===== config.mk =====
export PLATFORM = sky130hd
export DESIGN_NAME = fire_expand_ofm_writer
export DESIGN_NICKNAME = d
export VERILOG_FILES = /design/src/rtl/fire_pkg.sv /design/src/rtl/fire_expand_ofm_writer.sv
export SDC_FILE = /design/constraint.sdc
export NUM_CORES = 1
export LEC_CHECK = 0
export ABC_AREA = 1
export ABC_CLOCK_PERIOD_IN_PS = 221500
export BUFFER_PORTS_ARGS = -buffer_cell sky130_fd_sc_hd__buf_2
export CAP_MARGIN = 20
export CORE_AREA = 2 2 434 436
export DETAILED_ROUTE_END_ITERATION = 12
export DIE_AREA = 0 0 436 438
export HOLD_SLACK_MARGIN = 0.12
export PLACE_DENSITY = 0.42
export SYNTH_ARGS = -nofsm -noshare
export SYNTH_HDL_FRONTEND = slang
export SYNTH_SLANG_ARGS = --single-unit

===== constraint.sdc =====
create_clock -name clk -period 221.5 [get_ports clk]
set_input_delay 22.15 -clock clk [delete_from_list [all_inputs] [get_ports clk]]
set_output_delay 22.15 -clock clk [all_outputs]
set_load 0.005 [all_outputs]

===== src/rtl/fire_pkg.sv =====
// fire_pkg: shared constants and types for the fire expand OFM datapath
package fire_pkg;
  localparam int WIDTH = 16;
  localparam int CHOUT = 64;
  localparam int LANES = 4;
  typedef logic [WIDTH-1:0] ofm_word_t;
  typedef enum logic [1:0] {IDLE, ARMED, DRAIN, DONE} wr_state_t;
endpackage


===== src/rtl/fire_expand_ofm_writer.sv =====
// fire_expand_ofm_writer: captures a CHOUT-wide OFM vector per sample and drains it to RAM LANES words per beat
module fire_expand_ofm_writer
  import fire_pkg::*;
#(
  parameter int WOUT = 64,
  parameter int AW   = 16
) (
  input  logic                   clk,
  input  logic                   rst,
  input  logic                   start,
  input  logic                   sample,
  input  ofm_word_t              ofm [0:CHOUT-1],
  output logic                   wr_en,
  output logic [AW-1:0]          wr_addr,
  output logic [LANES*WIDTH-1:0] wr_data,
  output logic                   busy,
  output logic                   done,
  output logic                   overrun
);
  localparam int BEATS = CHOUT / LANES;
  localparam int BW    = BEATS > 1 ? $clog2(BEATS) : 1;
  localparam int PIX   = WOUT * WOUT;
  localparam int PW    = PIX > 1 ? $clog2(PIX) : 1;
  localparam int DW    = LANES * WIDTH;
  localparam int CW    = $clog2(CHOUT * WIDTH);
  wr_state_t state, state_n;
  logic [BW-1:0] beat_cnt, beat_n;
  logic [PW-1:0] pix_cnt, pix_n;
  logic [CHOUT*WIDTH-1:0] cap, ofm_flat;
  logic [CW-1:0] base;
  logic ovr_n, cap_en, last_beat, last_pix;
  for (genvar i = 0; i < CHOUT; i++) begin : g_flat
    assign ofm_flat[i*WIDTH +: WIDTH] = ofm[i];
  end
  assign last_beat = beat_cnt == BW'(BEATS - 1);
  assign last_pix  = pix_cnt == PW'(PIX - 1);
  assign base      = CW'(beat_cnt) * CW'(DW);
  always_comb begin
    state_n = state;
    beat_n  = beat_cnt;
    pix_n   = pix_cnt;
    ovr_n   = overrun;
    cap_en  = 1'b0;
    if (start) begin
      state_n = ARMED;
      beat_n  = '0;
      pix_n   = '0;
      ovr_n   = 1'b0;
    end else begin
      case (state)
        ARMED: begin
          state_n = sample ? DRAIN : ARMED;
          cap_en  = sample;
        end
        DRAIN: begin
          beat_n = last_beat ? '0 : beat_cnt + 1'b1;
          if (last_beat) begin
            pix_n   = pix_cnt + 1'b1;
            state_n = last_pix ? DONE : (sample ? DRAIN : ARMED);
            cap_en  = sample && !last_pix;
          end else if (sample) begin
            ovr_n = 1'b1;
          end
        end
        DONE:    state_n = IDLE;
        default: state_n = IDLE;
      endcase
    end
  end
  // Capture buffer carries no reset: its contents only matter after an accepted sample
  always_ff @(posedge clk)
    if (cap_en) cap <= ofm_flat;
  always_ff @(posedge clk or negedge rst) begin
    if (!rst) begin
      state    <= IDLE;
      beat_cnt <= '0;
      pix_cnt  <= '0;
      wr_en    <= 1'b0;
      wr_addr  <= '0;
      wr_data  <= '0;
      busy     <= 1'b0;
      done     <= 1'b0;
      overrun  <= 1'b0;
    end else begin
      state    <= state_n;
      beat_cnt <= beat_n;
      pix_cnt  <= pix_n;
      overrun  <= ovr_n;
      busy     <= state_n == ARMED || state_n == DRAIN;
      done     <= state == DONE;
      wr_en    <= state == DRAIN;
      if (state == DRAIN) begin
        wr_addr <= AW'(pix_cnt) * AW'(BEATS) + AW'(beat_cnt);
        wr_data <= cap[base +: DW];
      end
    end
  end
endmodule

=== After elaboration in Yosys (flattened, before gate mapping) ===
Index checks and enable logic that the tools add are counted.

* Mux-type cells: 18
* $add $sub $neg: 3
* Reductions and logical operators: 8
* Shift operators: 1
* Eq/ne operators: 8

{| class="wikitable"
|+ Operators with widths
! operator !! count
|-
| indexed part select 1024 x 11 -> 64 bit || 1
|-
| two-way mux 12 bit || 3
|-
| adder 16 x 4 -> 16 bit || 1
|-
| adder 12 x 1 -> 12 bit, second input constant || 1
|-
| == test 12 bit, second input constant || 1
|-
| two-way mux 4 bit || 3
|-
| two-way mux 2 bit || 4
|-
| == test 2 bit, second input constant || 3
|-
| two-way mux 1 bit || 6
|-
| nonzero test 2 bit || 3
|-
| adder 4 x 1 -> 4 bit, second input constant || 1
|-
| == test 2 x 1 -> 1 bit, second input constant || 2
|-
| == test 4 bit, second input constant || 1
|-
| one-hot mux 2 bit (2 select lines) || 1
|-
| AND reduction 3 bit || 1
|-
| inequality test 2 bit, second input constant || 1
|-
| one-hot mux 1 bit (2 select lines) || 1
|-
| AND reduction 2 bit || 1
|-
| logical AND 1 bit || 1
|-
| logical NOT 1 bit || 1
|-
| logical OR 1 bit || 1
|}

* Bits of input ports: 1028
* Output and inout port bits: 84
* Register bits: 1126

=== Logic depth before layout (Yosys ltp) ===
* Depth in word-level cells: 7
* Mapped depth: 11
* Depth with buffers taken out: 11

=== Worst setup path before layout ===
No wires, ideal clock.

* Kind: input to register
* Start point: input start
* End point: register cap[0], enable pin
* Setup time: 3.989 ns
* Data required time: 217.511 ns
* Arrival time: 95.629 ns
* Path slack: 121.883 ns
* Path buffers: 0
* Cell stages on the path: 2
* Cells stage by stage: nor2_1 -> a21boi_0

* Word-level cells in the longest chain between the ends: 1

{| class="wikitable"
|+ Ends and longest elaborated chain
! element !! RTL line !! text
|-
| start, declared || fire_expand_ofm_writer.sv:10 || <nowiki>input logic start,</nowiki>
|-
| two-way mux 1 bit || fire_expand_ofm_writer.sv:44 || <nowiki>if (start) begin</nowiki>
|-
| net cap_en || fire_expand_ofm_writer.sv:31 || <nowiki>logic ovr_n, cap_en, last_beat, last_pix;</nowiki>
|-
| end signal, assigned || fire_expand_ofm_writer.sv:72 || <nowiki>if (cap_en) cap <= ofm_flat;</nowiki>
|-
| end, declared || fire_expand_ofm_writer.sv:29 || <nowiki>logic [CHOUT*WIDTH-1:0] cap, ofm_flat;</nowiki>
|}

The timed path passes the listed nets, and every way through them passes these cells.
A chain may end at the register's enable or synchronous reset.

=== Final worst setup path ===
* Start point: input sample
* End point: register cap[466], enable pin

* Word-level cells in the longest chain between the ends: 4

{| class="wikitable"
|+ Ends and longest elaborated chain
! element !! RTL line !! text
|-
| start, declared || fire_expand_ofm_writer.sv:11 || <nowiki>input logic sample,</nowiki>
|-
| logical AND 1 bit || fire_expand_ofm_writer.sv:60 || <nowiki>cap_en = sample && !last_pix;</nowiki>
|-
| two-way mux 1 bit || fire_expand_ofm_writer.sv:57 || <nowiki>if (last_beat) begin</nowiki>
|-
| one-hot mux 1 bit (2 select lines) (*) || fire_expand_ofm_writer.sv:50 || <nowiki>case (state)</nowiki>
|-
| two-way mux 1 bit (*) || fire_expand_ofm_writer.sv:44 ||
|-
| net cap_en || fire_expand_ofm_writer.sv:31 ||
|}

Mark *: on every way through the listed nets, which the timed path passes. The rest lies on a longest branch.

==> results by group <==
Logic synthesis
  – Combinational family with the most area after synthesis: simple AND/OR/NAND/NOR gates
  – Post-Synth Simple-Gate Area: between 15 and 20%
  – Dominant cells by area after synthesis: edfxtp_1, nand2_1, nand3_1
  – Mux contribution to synthesized area: 0%
  – Post-Synth XOR/XNOR Area: 0%
  – Mean area per synthesized cell: ~12 um^2
  – Number of synthesized flops with an enable pin: 1024
  – Syn. warnings: 0
  – Predominant post-synthesis flop cell: edfxtp_1
  – Post-synthesis compound-gate area fraction: between 4 and 5%
  – Number of synthesized register bits: 1126
  – Synth Cell Area: 44200 um^2
  – FFs w/ async S/R, synth: a little under a tenth
  – Yosys top cell by area: edfxtp_1
  – Post-Synth Adder-Cell Area: less than 1%
  – Post-Synthesis Cells: ~3500
  – Synth top area share: 69.6%
  – Total nets after synthesis: ~4600
  – Sequential area share after synthesis: between 70% and 80%
  – Synth cell types: 27

Drt
  – Initial DRC Count: approximately 2300
  – Vias: around 32000
  – WL/cell: 25.5 um
  – DRT Pass-1 Iters: 5
  – Mean number of vias per cell: 4.47
  – Remaining antenna violation count: 0
  – Post-route DRC violation count: 0
  – DRT Wirelength: about 190000 um

Place
  – Dpl cells: about 7000
  – HPWL after DPL: roughly 130000 um
  – Pre-CTS setup slack: 194120 ps
  – Port buffer count: 1111
  – Placer Congestion: between 0.8 and 0.9

Die
  – Die width: 436 um
  – Die ar.: around 190000 um^2
  – Core area: 187000 um^2
  – Io pins: ~1100
  – Row cnt: roughly 160
  – Initial Utilization: 23.7%
  – Vert. Die Dim: around 440 um

Power and ir drop
  – Pint: ~0.38 mW
  – Pwr Density: about 9 nW/um^2
  – Leak Pwr: around 22 nW
  – Peak supply drop: slightly below 0.006 mV
  – Clk pwr share: a little over two fifths
  – Reg power frac: just under 50%
  – Comb pwr share: under 10%
  – Sw Ratio: between 20% and 30%
  – Net switching power: approximately 0.13 mW

Critical path
  – Setup crit start kind: input port
  – Worst Setup EP: cap[466]$_DFFE_PP_
  – Slowest CP cell: buf_4
  – Worst reg2reg path depth: 10
  – Crit. path cell count: 10
  – Reg2reg setup slack: roughly 220000 ps
  – Slowest Stage Delay on Critical Path: roughly 800 ps
  – Reg2reg end: cap[466]$_DFFE_PP_
  – Cell mode on critical path: buf_4
  – CP Max Fanout: 67
  – Crit-path cells: buf_2 > inv_1 > nor2_1 > nand3_1 > a21boi_4 > buf_8 > buf_4 > buf_4 > buf_4 > buf_4
  – WP buf/inv: 7
  – Crit path launch: sample
  – Element type at the critical path end: flop
  – CP Class: input port to flop
  – Critical path's top delay family: buffers and inverters
  – CP required: about 220000 ps
  – Crit path arrival time: between 20000 and 30000 ps
  – Crit Reg-Reg Startpoint: beat_cnt[1]$_DFFE_PN0P_

Timing
  – Fmax: 38.3 MHz
  – Setup-failing EPs final: 0
  – Max-slew violations: 0
  – Tightest Pin Transition: about 1200 ps
  – RSZ-0062 raised after global routing: false
  – Setup WS post-layout: between 150000 and 200000 ps
  – Hold WS: around 470 ps
  – Final hold violations: 0
  – Final Critical Period: around 26000 ps
  – Slew Limit Headroom: 22.1%
  – Tcrit/Tclk final: between 10% and 20%
  – Clock Skews: around 50 ps
  – Setup tns final: 0 ps

Finish
  – Most frequent cells in the layout: buf_2, edfxtp_1, nand2_1, nand3_1, nor2_1
  – Most common cell after layout, fill and taps aside: buf_2
  – Share of layout cells above drive strength 1: around 29%
  – Layout Cells excl Fill: a little over 7000
  – Final-stage net count: around 5600
  – Syn-to-layout area delta: 28.6%
  – Fillers: ~20000

Clock tree
  – Clock Path Buffers: 3
  – Cts bufs inserted: ~140
  – Root Buffer: clkbuf_16
  – Clock sink count: roughly 1100
  – Post-CTS setup buffer count: 0
  – CTS Hold Bufs: 0
  – Worst-Skew Late Latency: 810 ps
  – CTS tree: built
  – Clock Pin Slew Worst Setup and Hold Paths: 60 ps
  – H-tree Lvls: 4
  – Post-cts resize count: 0

GRT
  – Pin count of the biggest net entering global routing: 182
  – Vias in the first global route: around 32000
  – First-pass GRT wire length: roughly 250000 um
  – Grt ovf: 0
  – Overall Global Routing Usage: around a fifth
  – Initial antenna violation count: 215

Run
  – MaxCap Viol Count: 0

Status
  – Run status: completed

Hold path
  – Worst hold path class: flop to flop
[cells by family after synthesis]
kind of cell / after synthesis
buffers and inverters: 253
adders and majority gates: 5
DFF: 1126
AOI/OAI and AO/OA: 382
and+or+nand+nor: 1770
[cell usage after synthesis, types with 8 or more instances]
| cell | instances |
|---|---|
| edfxtp_1 | 1024 |
| nand3_1 | 579 |
| a21oi_1 | 86 |
| buf_1 | 13 |
| nor3_1 | 8 |
| o211ai_1 | 62 |
| buf_4 | 35 |
| clkbuf_1 | 72 |
| nand2_1 | 880 |
| buf_2 | 104 |
| o21ai_1 | 18 |
| nor2_1 | 296 |
| o21ai_0 | 186 |
| o221ai_1 | 26 |
| inv_1 | 22 |
| dfrtp_1 | 102 |
[worst min path at each step]
stage,startpoint,end,cells after the start
3_5_place_dp,wr_addr[9]$_DFFE_PN0P_,wr_addr[9]$_DFFE_PN0P_,2
4_1_cts,wr_addr[9]$_DFFE_PN0P_,wr_addr[9]$_DFFE_PN0P_,2
5_1_grt,wr_addr[13]$_DFFE_PN0P_,wr_addr[13]$_DFFE_PN0P_,2
6_report,wr_addr[9]$_DFFE_PN0P_,wr_addr[9]$_DFFE_PN0P_,2
2_1_floorplan,pix_cnt[2]$_DFFE_PN0P_,pix_cnt[2]$_DFFE_PN0P_,1
3_3_place_gp,wr_addr[3]$_DFFE_PN0P_,wr_addr[3]$_DFFE_PN0P_,2
[stage by stage]
step                      total power, mW  utilization, %  cell area (um^2)
after floorplan                     0.291               -             44200
after global placement              0.293            28.0             52200
after detailed placement            0.294            28.0             52200
after CTS                           0.517            30.3             56600
after global routing                0.529            30.4             56700
final                               0.510            30.4             56800
[power groups by stage]
| stage | clock network, mW | registers, mW | logic (mW) |
|---|---|---|---|
| 4_1_cts | 0.227 | 0.249 | 0.0406 |
| 2_1_floorplan | 0 | 0.278 | 0.0127 |
| 6_report | 0.222 | 0.249 | 0.0396 |
| 5_1_grt | 0.236 | 0.250 | 0.0436 |
| 3_3_place_gp | 0 | 0.253 | 0.0401 |
| 3_5_place_dp | 0 | 0.253 | 0.0404 |
[flip-flops by register name, indices dropped and copies added (netlist names)]
register  cells
wr_data      64
wr_en         1
pix_cnt      12
beat_cnt      4
overrun       1
wr_addr      16
busy          1
done          1
cap        1024
state         2
[final cells by class]
| type | count | area [um^2] | share of cell area [%] |
|---|---|---|---|
| Inverter | 25 | 116 | 0.205 |
| Sequential cell | 1126 | 33300 | 58.6 |
| Clock inverter | 71 | 746 | 1.31 |
| Multi-Input combinational cell | 2157 | 9660 | 17.0 |
| Tap cell | 2495 | 3120 | 5.50 |
| Antenna cell | 69 | 173 | 0.304 |
| Timing Repair Buffer | 1157 | 6030 | 10.6 |
| Clock buffer | 178 | 3640 | 6.41 |
[worst register-to-register path, stage by stage (launching register included)]
cell and delay, ps:
dfrtp_4 840, ha_1 330, nand3_2 180, nor2_1 180, nand3_1 140, a21boi_4 540, buf_8 250, buf_4 550
buf_4 770, buf_4 880, buf_4 810
[layer usage]
metal,track usage (%),routed length [um],vias up
li1,-,-,14900
met1,20.2,67000,15800
met4,6.17,6540,132
met3,6.57,14400,526
met5,0,818,-
met2,34.3,97000,1191
Power figures use the tool's default switching activity.
